## src/rtl/arbiter_rr_8.sv

```systemverilog
// rtl/arbiter_rr_8.sv - 8-way round-robin arbiter with optional grant lock and hold timeout
//
// Parameters:
//   LOCK    - 1: a grant is held while its request stays high; 0: re-arbitrate every cycle
//   MAXHOLD - maximum consecutive cycles a locked grant is held while others wait (2..255)
// Ports:
//   CLK   - clock, rising edge
//   RST_N - asynchronous active-low reset
//   EN    - arbitration enable
//   REQ   - request vector, bit i = requester i
//   GNT   - registered grant, one-hot or zero
//   VLD   - registered, equals |GNT
module arbiter_rr_8 #(
    parameter int unsigned LOCK    = 1,
    parameter int unsigned MAXHOLD = 16
) (
    input  logic       CLK,
    input  logic       RST_N,
    input  logic       EN,
    input  logic [7:0] REQ,
    output logic [7:0] GNT,
    output logic       VLD
);

    typedef enum logic {
        IDLE  = 1'b0,
        GRANT = 1'b1
    } state_t;

    localparam logic [7:0] HMAX = 8'(MAXHOLD - 1);

    state_t     state_q, state_d;
    logic [2:0] ptr_q, ptr_d;
    logic [2:0] win_q, win_d;
    logic [7:0] hcnt_q, hcnt_d;
    logic [7:0] gnt_q, gnt_d;
    logic       vld_q;

    // Returns {found, index} of the first set bit at or above ptr, wrapping 7->0.
    // Iterating from the far end down lets the bit closest to ptr overwrite the rest.
    function automatic logic [3:0] rr_pick(input logic [7:0] req, input logic [2:0] ptr);
        logic [3:0] r;
        logic [2:0] idx;
        r = 4'b0;
        for (int k = 7; k >= 0; k--) begin
            idx = ptr + 3'(k);
            if (req[idx]) begin
                r = {1'b1, idx};
            end
        end
        return r;
    endfunction

    logic [7:0] win_oh;
    logic [7:0] others;
    logic [3:0] pick_all;
    logic [3:0] pick_oth;
    logic       load;
    logic [2:0] sel_idx;

    assign win_oh   = 8'b1 << win_q;
    assign others   = REQ & ~win_oh;
    assign pick_all = rr_pick(REQ, ptr_q);
    assign pick_oth = rr_pick(others, ptr_q);

    always_comb begin
        state_d = state_q;
        ptr_d   = ptr_q;
        win_d   = win_q;
        hcnt_d  = hcnt_q;
        gnt_d   = gnt_q;
        load    = 1'b0;
        sel_idx = pick_all[2:0];

        case (state_q)
            IDLE: begin
                gnt_d = 8'h00;
                if (EN && pick_all[3]) begin
                    load = 1'b1;
                end
            end
            GRANT: begin
                if (!EN) begin
                    gnt_d   = 8'h00;
                    state_d = IDLE;
                end else if ((LOCK == 0) || !REQ[win_q]) begin
                    // Release (or unlocked rotation): new winner at this same edge, no bubble
                    if (pick_all[3]) begin
                        load = 1'b1;
                    end else begin
                        gnt_d   = 8'h00;
                        state_d = IDLE;
                    end
                end else if ((hcnt_q == HMAX) && pick_oth[3]) begin
                    // Timeout: current winner masked off so somebody else gets a turn
                    load    = 1'b1;
                    sel_idx = pick_oth[2:0];
                end else if (hcnt_q != HMAX) begin
                    hcnt_d = hcnt_q + 8'd1;
                end
            end
            default: begin
                gnt_d   = 8'h00;
                state_d = IDLE;
            end
        endcase

        if (load) begin
            gnt_d   = 8'b1 << sel_idx;
            win_d   = sel_idx;
            ptr_d   = sel_idx + 3'd1;
            hcnt_d  = 8'h00;
            state_d = GRANT;
        end
    end

    always_ff @(posedge CLK or negedge RST_N) begin
        if (!RST_N) begin
            state_q <= IDLE;
            ptr_q   <= 3'd0;
            win_q   <= 3'd0;
            hcnt_q  <= 8'h00;
            gnt_q   <= 8'h00;
            vld_q   <= 1'b0;
        end else begin
            state_q <= state_d;
            ptr_q   <= ptr_d;
            win_q   <= win_d;
            hcnt_q  <= hcnt_d;
            gnt_q   <= gnt_d;
            vld_q   <= |gnt_d;
        end
    end

    assign GNT = gnt_q;
    assign VLD = vld_q;

endmodule

```

## config.mk

```make
export PLATFORM = sky130hd
export DESIGN_NAME = arbiter_rr_8
export DESIGN_NICKNAME = d
export VERILOG_FILES = /design/src/rtl/arbiter_rr_8.sv
export SDC_FILE = /design/constraint.sdc
export NUM_CORES = 1
export LEC_CHECK = 0
export BUFFER_PORTS_ARGS = -buffer_cell sky130_fd_sc_hd__buf_2
export CAP_MARGIN = 15
export CORE_ASPECT_RATIO = 2
export CORE_MARGIN = 5
export CORE_UTILIZATION = 45
export DETAILED_ROUTE_END_ITERATION = 10
export GPL_TIMING_DRIVEN = 0
export PLACE_DENSITY = 0.6
export RECOVER_POWER = 100
export SYNTH_ARGS = -nofsm -noshare
export SYNTH_HDL_FRONTEND = slang
export SYNTH_SLANG_ARGS = --single-unit
```

## constraint.sdc

```tcl
create_clock -name CLK -period 5.1 [get_ports CLK]
set_input_delay 1.02 -clock CLK [delete_from_list [all_inputs] [get_ports CLK]]
set_output_delay 1.02 -clock CLK [all_outputs]
set_load 0.02 [all_outputs]
```

==> results of run 1 <==
## layout make-up
cell class,instances,share of cell area [%]
Tap cell,88,3.35
Buffer,22,3.35
Inverter,15,1.75
Timing Repair Buffer,19,2.51
Multi-Input combinational cell,283,68.1
Clock buffer,4,2.70
Sequential cell,24,18.3
## worst reg2reg max path: stages, from the launching register on
cell and delay (ns):
dfrtp_1 0.51, clkinv_2 0.22, clkbuf_1 0.44, ha_2 0.46, mux4_1 0.40, mux2_2 0.22
o21ai_0 0.07, a2111oi_0 0.66, mux2_1 0.45, a32o_1 0.32, ha_1 0.30, o31a_1 0.29
o21ai_0 0.24, o221ai_2 0.14
## path summary, 6_finish.rpt
check                          from  endpoint  slack [ns]  depth (start not counted)
max                        ptr_q[1]       VLD        0.26                         13
max in group asynchronous     RST_N  ptr_q[2]        3.30                          1
min reg2reg                  GNT[4]    GNT[4]        0.54                          1
min in group asynchronous     RST_N    GNT[7]        1.03                          1
min                          GNT[4]    GNT[4]        0.54                          1
max reg2reg                ptr_q[1]       VLD        0.26                         13
## cells by family after synthesis
family | count (synthesis)
simple gates | 120
flops | 24
xor+xnor | 11
compound gates | 106
fa+ha+maj | 6
mux | 40
buf+inv | 38
## sequential cells by signal, indices dropped and copies added (netlist names)
name     cells
state_q      1
hcnt_q       8
VLD          1
GNT          8
ptr_q        3
win_q        3
## what timing repair did
item,4_1_cts,5_1_grt
hold buffers,0,0
gates resized for setup,1,3
setup endpoints to repair,1,2
buffers inserted,0,0
## layer usage
| metal | vias to the layer above | share of wire [%] | routed length, um |
|---|---|---|---|
| li1 | 1403 | - | - |
| met1 | 1461 | 33 | 3290 |
| met2 | 110 | 55 | 5450 |
| met3 | 42 | 3.4 | 336 |
| met4 | 0 | 7.7 | 760 |
| met5 | - | 0 | 0 |
## per-stage QoR
stage / worst slack [ns] / area (um2) / hold WS (ns)
finish: 0.262 / 3290 / 0.539
global route: 0.0396 / 3290 / 0.574
CTS: 0.0867 / 3290 / 0.532
detailed placement: -0.0852 / 3200 / 0.515
global placement: -0.0494 / 3200 / 0.513
floorplan: 1.11 / 3000 / 0.506
## cells in the final DEF, fill, tap and decap left out, types with 12 or more instances in the layout
cell type / synthesis / final
o22ai_1: 12 / 12
inv_1: 14 / 14
nand2_1: 40 / 40
mux4_2: 15 / 15
nand3_1: 12 / 12
nor2_1: 21 / 21
clkbuf_1: 15 / 24
o21ai_0: 18 / 18
mux2i_1: 17 / 17
dfrtp_1: 24 / 24
buf_2: 4 / 13
==> results.toml, run 1 <==
[outcome]
status = "complete, no violations"

[cells_and_area]
fill_cells = 651
drive_gt1_share_pct = 13.4
nets = 385
n_antenna_cell = 0
final_cells = 455
post-route-util_pct = 50.0
area_delta_synth_final_pct = 9.65
multiInputGateArea_mm2 = 0.00224
regArea_um2 = 601

[logic_synthesis]
ys_top_cells_by_count = "40 x nand2_1, 24 x dfrtp_1, 21 x nor2_1, 18 x o21ai_0, 17 x mux2i_1"
synth-seq-cells = 24
yosysWarnings = 0
yosysMostFrequentCell = "nand2_1"
syn_area_mm2 = 0.00300
synthDistinctLibCells = 64
synth_compound_area_share_pct = 26.8
synthAdderAreaFrac_pct = 2.51
synthArstFlopShare_pct = 100
synth_top_cell_area_share_pct = 20.0
avgSynthCellArea_um2 = 8.69
synth-edff-count = 0
syn_nets = 362
ys.flop_type = "dfrtp_1"
synth_xor_area_share_pct = 3.22
synth_top_family_by_area = "compound AO/OA/AOI/OAI gates"
synthCells = 345
netlist.top_cell.by_area = "dfrtp_1"
ys_seq_area_share_pct = 20.0
synthMuxAreaShare_pct = 21.5
synthSimpleGateAreaFrac_pct = 20.3
yosys-top-cells-area = "dfrtp_1 20%, mux4_2 11%, mux2i_1 5.7%, nand2_1 5.0%, o21ai_0 3.0%"

[global_route]
grt_max_degree = 25
grt_use_met3_pct = 1.44
grt_usage_pct = 24.9
antenna_found_initial = 0
grt_use_met1_pct = 26.0
grt.busiest_layer = "met2"
grt_pass1_vias = 3103
use_met2_pct = 44.2
grt_pass1_wl_mm = 16.1
grt-ovfl-total = 0

[route]
drt-total-wl_mm = 9.84
drcViolationCount = 0
vias = 3016
wire_per_inst_um = 21.6
drt_iter0_markers = 312
dr.pass1.iters = 4
antenna_left = 0
via_per_inst = 6.63

[setup_path]
cp_max_fo = 10
slowest_delay_ns = 0.66
worstPathCellList = "clkinv_2, clkbuf_1, ha_2, mux4_1, mux2_2, o21ai_0, a2111oi_0, mux2_1, a32o_1, ha_1, o31a_1, o21ai_0, o221ai_2"
crit_top_cell = "o21ai_0"
arrival_ns = 4.97
critPathBufInv = 2
slowest_stage = "a2111oi_0"
worstSetupPathType = "reg2reg"
crit_family = "compound AO/OA/AOI/OAI gates"
crit_required_ns = 5.23
worst_setup_path_end_kind = "flop"
worst_setup_path_start_kind = "flop"

[timing]
period_minus_slack_ns = 4.84
hold_violations = 0
fmax_mhz = 207
setup_tns_ns = 0
tightest_slew_ns = 1.30
finalCritPeriodShare_pct = 94.9
finalClockSkew_ns = 0.00355
final-setup-viol-count = 0
relSlewSlack_pct = 13.0
slew_viol_final = 0
rsz0062_at_grt = "no"

[clock_tree]
numCtsBuffers = 3
root_buffer = "clkbuf_16"
htreeDepth = 1
cts_tree = "yes"
clk_latency_ns = 0.26
clockBufferDepth = 2
clkSlewWorstSetupHoldPaths_ns = 0.06
cts_sinks = 24

[floorplan]
row_count = 42
fp.dieH_um = 125
io-pin-count = 20
start_util_pct = 45.6
dieArea_mm2 = 0.00849
placeableCoreArea_mm2 = 0.00657
fp.dieW_um = 67.7

[placement]
placed_cells = 452
place_congestion = 0.999
dp_hpwl_mm = 7.89
portBuffers = 19

[worst_hold_path]
hold_class = "reg2reg"

[flow_run]
maxCapViolCount = 0
Power of run 1 is not shown: default switching activity piles up to over one toggle a cycle in this logic, so the estimate is an artifact.
==> inputs of run 2 (changes only) <==
- RECOVER_POWER: 100 -> not set
==> results.toml, run 2 (synthesis gave the netlist of run 1 again) <==
[clock_tree]
cts_setup_buffers = 0
htreeDepth = 1
clk_latency_ns = 0.26
cts_sinks = 24
clkSlewWorstSetupHoldPaths_ns = 0.06
cts_tree = "yes"
root_buffer = "clkbuf_16"
post_cts_hold_buffer_count = 0
clockBufferDepth = 2
numCtsBuffers = 3

[placement]
dpl_cell_area_mm2 = 0.00320
dp_hpwl_mm = 7.89
portBuffers = 19
place_congestion = 0.999

[route]
dr.pass1.iters = 4
antenna_left = 0
drt_iter0_markers = 335
via_per_inst = 6.64
drt-total-wl_mm = 9.95
vias = 3020
drcViolationCount = 0
wire_per_inst_um = 21.9

[floorplan]
fp.dieW_um = 67.7
io-pin-count = 20
dieArea_mm2 = 0.00849
fp.dieH_um = 125
row_count = 42
placeableCoreArea_mm2 = 0.00657
start_util_pct = 45.6

[timing]
final-setup-viol-count = 0
rsz0062_at_grt = "no"
slew_viol_final = 0
tightest_slew_ns = 0.844
period_minus_slack_ns = 4.80
setup_tns_ns = 0
hold_violations = 0
hold_slack_ns = 0.535
fmax_mhz = 208
finalClockSkew_ns = 0.00352
relSlewSlack_pct = 43.7
finalCritPeriodShare_pct = 94.1

[cells_and_area]
area_delta_synth_final_pct = 10.3
post-route-util_pct = 50.3
regArea_um2 = 601
layout_common_cells = "40 x nand2_1, 24 x dfrtp_1, 23 x buf_2"
mostFrequentLayoutCell = "nand2_1"
fin_area_mm2 = 0.00330
multiInputGateArea_mm2 = 0.00224
n_antenna_cell = 0
drive_gt1_share_pct = 16.9
fill_cells = 647
nets = 385

[global_route]
grt_use_met1_pct = 26.0
grt.busiest_layer = "met2"
use_met2_pct = 44.2
grt-ovfl-total = 0
grt_use_met3_pct = 1.44
grt_usage_pct = 24.9
antenna_found_initial = 0
grt_pass1_wl_mm = 16.1
grt_max_degree = 25
grt_pass1_vias = 3103

[setup_path]
cp_max_fo = 10
worst_setup_path_start_kind = "flop"
arrival_ns = 4.93
crit_required_ns = 5.23
worst_setup_path_end_kind = "flop"
worstSetupPathType = "reg2reg"

[worst_hold_path]
hold_class = "reg2reg"

[flow_run]
maxCapViolCount = 0

[outcome]
status = "complete, no violations"
[run 2: cell types whose count changed in the layout (fill, tap and decap cells not counted), sizes merged]
cell / previous run / this run
clkbuf: 28 / 18
buf: 17 / 27
[run 2: timing repair]
| action | in CTS | in global routing |
|---|---|---|
| pin swaps | 0 | 0 |
| endpoints found under the setup margin | 1 | 2 |
| gates resized for setup | 1 | 3 |
| gates cloned | 0 | 0 |
[run 2: through the flow]
step | instances | setup slack [ns]
after global placement | 452 | -0.0494
final | 455 | 0.300
after global routing | 455 | 0.0374
after CTS | 456 | 0.0867
after floorplan | 345 | 1.11
after detailed placement | 452 | -0.0852
[run 2: cell type report]
type,instances,area share [%]
sequential,24,18.2
tap,88,3.33
buffer,22,3.33
multi-input combinational,283,67.9
inverter,15,1.74
timing repair buffer,19,2.88
clock buffer,4,2.69
[run 2: path summary, 6_finish.rpt]
kind                           from  endpoint  slack (ns)  cells after the start
hold / removal               GNT[4]    GNT[4]        0.53                      1
max in group asynchronous     RST_N  ptr_q[2]        4.00                      1
setup reg to reg           ptr_q[1]       VLD        0.30                     15
setup / recovery           ptr_q[1]       VLD        0.30                     15
hold reg to reg              GNT[4]    GNT[4]        0.53                      1
min in group asynchronous     RST_N    GNT[7]        0.73                      1
[run 2: per-layer routing]
metal	share of wire, %	vias up	wire [um]
met3	3.1	37	304
li1	-	1406	-
met5	0	-	0
met4	7.6	0	756
met2	55	103	5520
met1	34	1474	3370
[run 2: worst max-delay path, stage by stage, from the launching register on]
cell       delay, ns
dfrtp_1         0.50
clkinv_2        0.22
clkbuf_1        0.44
ha_2            0.36
xor2_1          0.36
clkbuf_1        0.44
nand3_1         0.15
and2_1          0.20
a311o_1         0.35
o221ai_1        0.28
a2bb2oi_1       0.41
inv_1           0.11
ha_1            0.22
o31a_1          0.23
o21ai_0         0.24
o221ai_2        0.14
Power of run 2 is left out for the same reason.
==> inputs of run 3 (changes only) <==
- CORE_MARGIN: 5 -> not set
- CORE_UTILIZATION: 45 -> 35
- PLACE_DENSITY: 0.6 -> 0.49
==> results.toml, run 3 (synthesis gave the netlist of run 1 again) <==
[worst_hold_path]
hold_class = "reg2reg"

[global_route]
grt_pass1_wl_mm = 16.8
grt_pass1_vias = 3182
grt-ovfl-total = 0
antenna_found_initial = 0
grt_max_degree = 25
grt_usage_pct = 25.5

[route]
dr.pass1.iters = 5
vias = 3054
drt-total-wl_mm = 10.8
drcViolationCount = 0
wire_per_inst_um = 23.2
via_per_inst = 6.58
antenna_left = 0
drt_iter0_markers = 193

[floorplan]
fp.dieH_um = 133
fp.dieW_um = 67.4
start_util_pct = 36.1
dieArea_mm2 = 0.00896
placeableCoreArea_mm2 = 0.00829
row_count = 47
io-pin-count = 20

[clock_tree]
root_buffer = "clkbuf_16"
clk_latency_ns = 0.26
clkSlewWorstSetupHoldPaths_ns = 0.06
cts_setup_buffers = 0
htreeDepth = 1
clockBufferDepth = 2
post_cts_hold_buffer_count = 0
cts_tree = "yes"
numCtsBuffers = 3
post_cts_resized = 2
cts_sinks = 24

[timing]
period_minus_slack_ns = 4.94
rsz0062_at_grt = "no"
finalCritPeriodShare_pct = 96.8
hold_slack_ns = 0.524
setup_tns_ns = 0
final-setup-viol-count = 0
finalClockSkew_ns = 0.00648
relSlewSlack_pct = 32.0
tightest_slew_ns = 1.02
hold_violations = 0
fmax_mhz = 202
slew_viol_final = 0

[setup_path]
slowest_delay_ns = 0.87
crit_required_ns = 5.23
worst_setup_path_start_kind = "flop"
worst_setup_path_end_kind = "flop"
worstPathCellList = "buf_2, nor3b_1, o32a_1, clkbuf_1, nand4_1, o2111ai_1, nand4_1, o41ai_1, or2_2, buf_2, inv_1, ha_1, o31a_1, o21ai_0, o221ai_2"
crit_family = "compound AO/OA/AOI/OAI gates"
slowest_stage = "o2111ai_1"
critPathBufInv = 4
cp_max_fo = 10
worstSetupPathType = "reg2reg"
arrival_ns = 5.07

[flow_run]
maxCapViolCount = 0

[cells_and_area]
nets = 385
drive_gt1_share_pct = 15.8
area_delta_synth_final_pct = 9.73
layout_common_cells = "40 x nand2_1, 24 x dfrtp_1, 23 x buf_2"
n_antenna_cell = 0
post-route-util_pct = 39.7
mostFrequentLayoutCell = "nand2_1"

[placement]
portBuffers = 19
place_congestion = 0.925
dp_hpwl_mm = 8.56

[outcome]
status = "complete, no violations"
## run 3: cell count changes in the layout (fill, tap and decap cells not counted), sizes merged
cell / before / now
clkbuf: 18 / 17
## run 3: per-layer routing
| metal | part of all wire [%] | track usage [%] |
|---|---|---|
| met4 | 7.7 | 17.6 |
| met1 | 33 | 24.5 |
| met2 | 56 | 47.8 |
| met3 | 3.0 | 1.64 |
| met5 | 0 | 0 |
## run 3: final timing paths
kind | from | endpoint | slack (ns) | depth (start not counted)
min reg2reg | GNT[4] | GNT[4] | 0.52 | 1
min in group asynchronous | RST_N | GNT[1] | 0.74 | 1
min | GNT[4] | GNT[4] | 0.52 | 1
max reg2reg | win_q[2] | VLD | 0.16 | 15
max | win_q[2] | VLD | 0.16 | 15
max in group asynchronous | RST_N | ptr_q[2] | 3.98 | 1
## run 3: through the flow
stage | std cells | area, um2 | worst slack, ns
after floorplan | 345 | 3000 | 1.11
after global placement | 462 | 3210 | -0.0409
after detailed placement | 462 | 3210 | -0.0531
after CTS | 465 | 3290 | 0.143
after global routing | 464 | 3290 | 0.00635
final | 464 | 3290 | 0.161
## run 3: cell type report
type,instances,area [um2]
multi-input combinational,283,2230
clock buffer,3,75.1
timing repair buffer,19,95.1
inverter,15,57.6
fill,874,5000
tap,98,123
buffer,22,110
sequential,24,601
Power of run 3 is left out for the same reason.
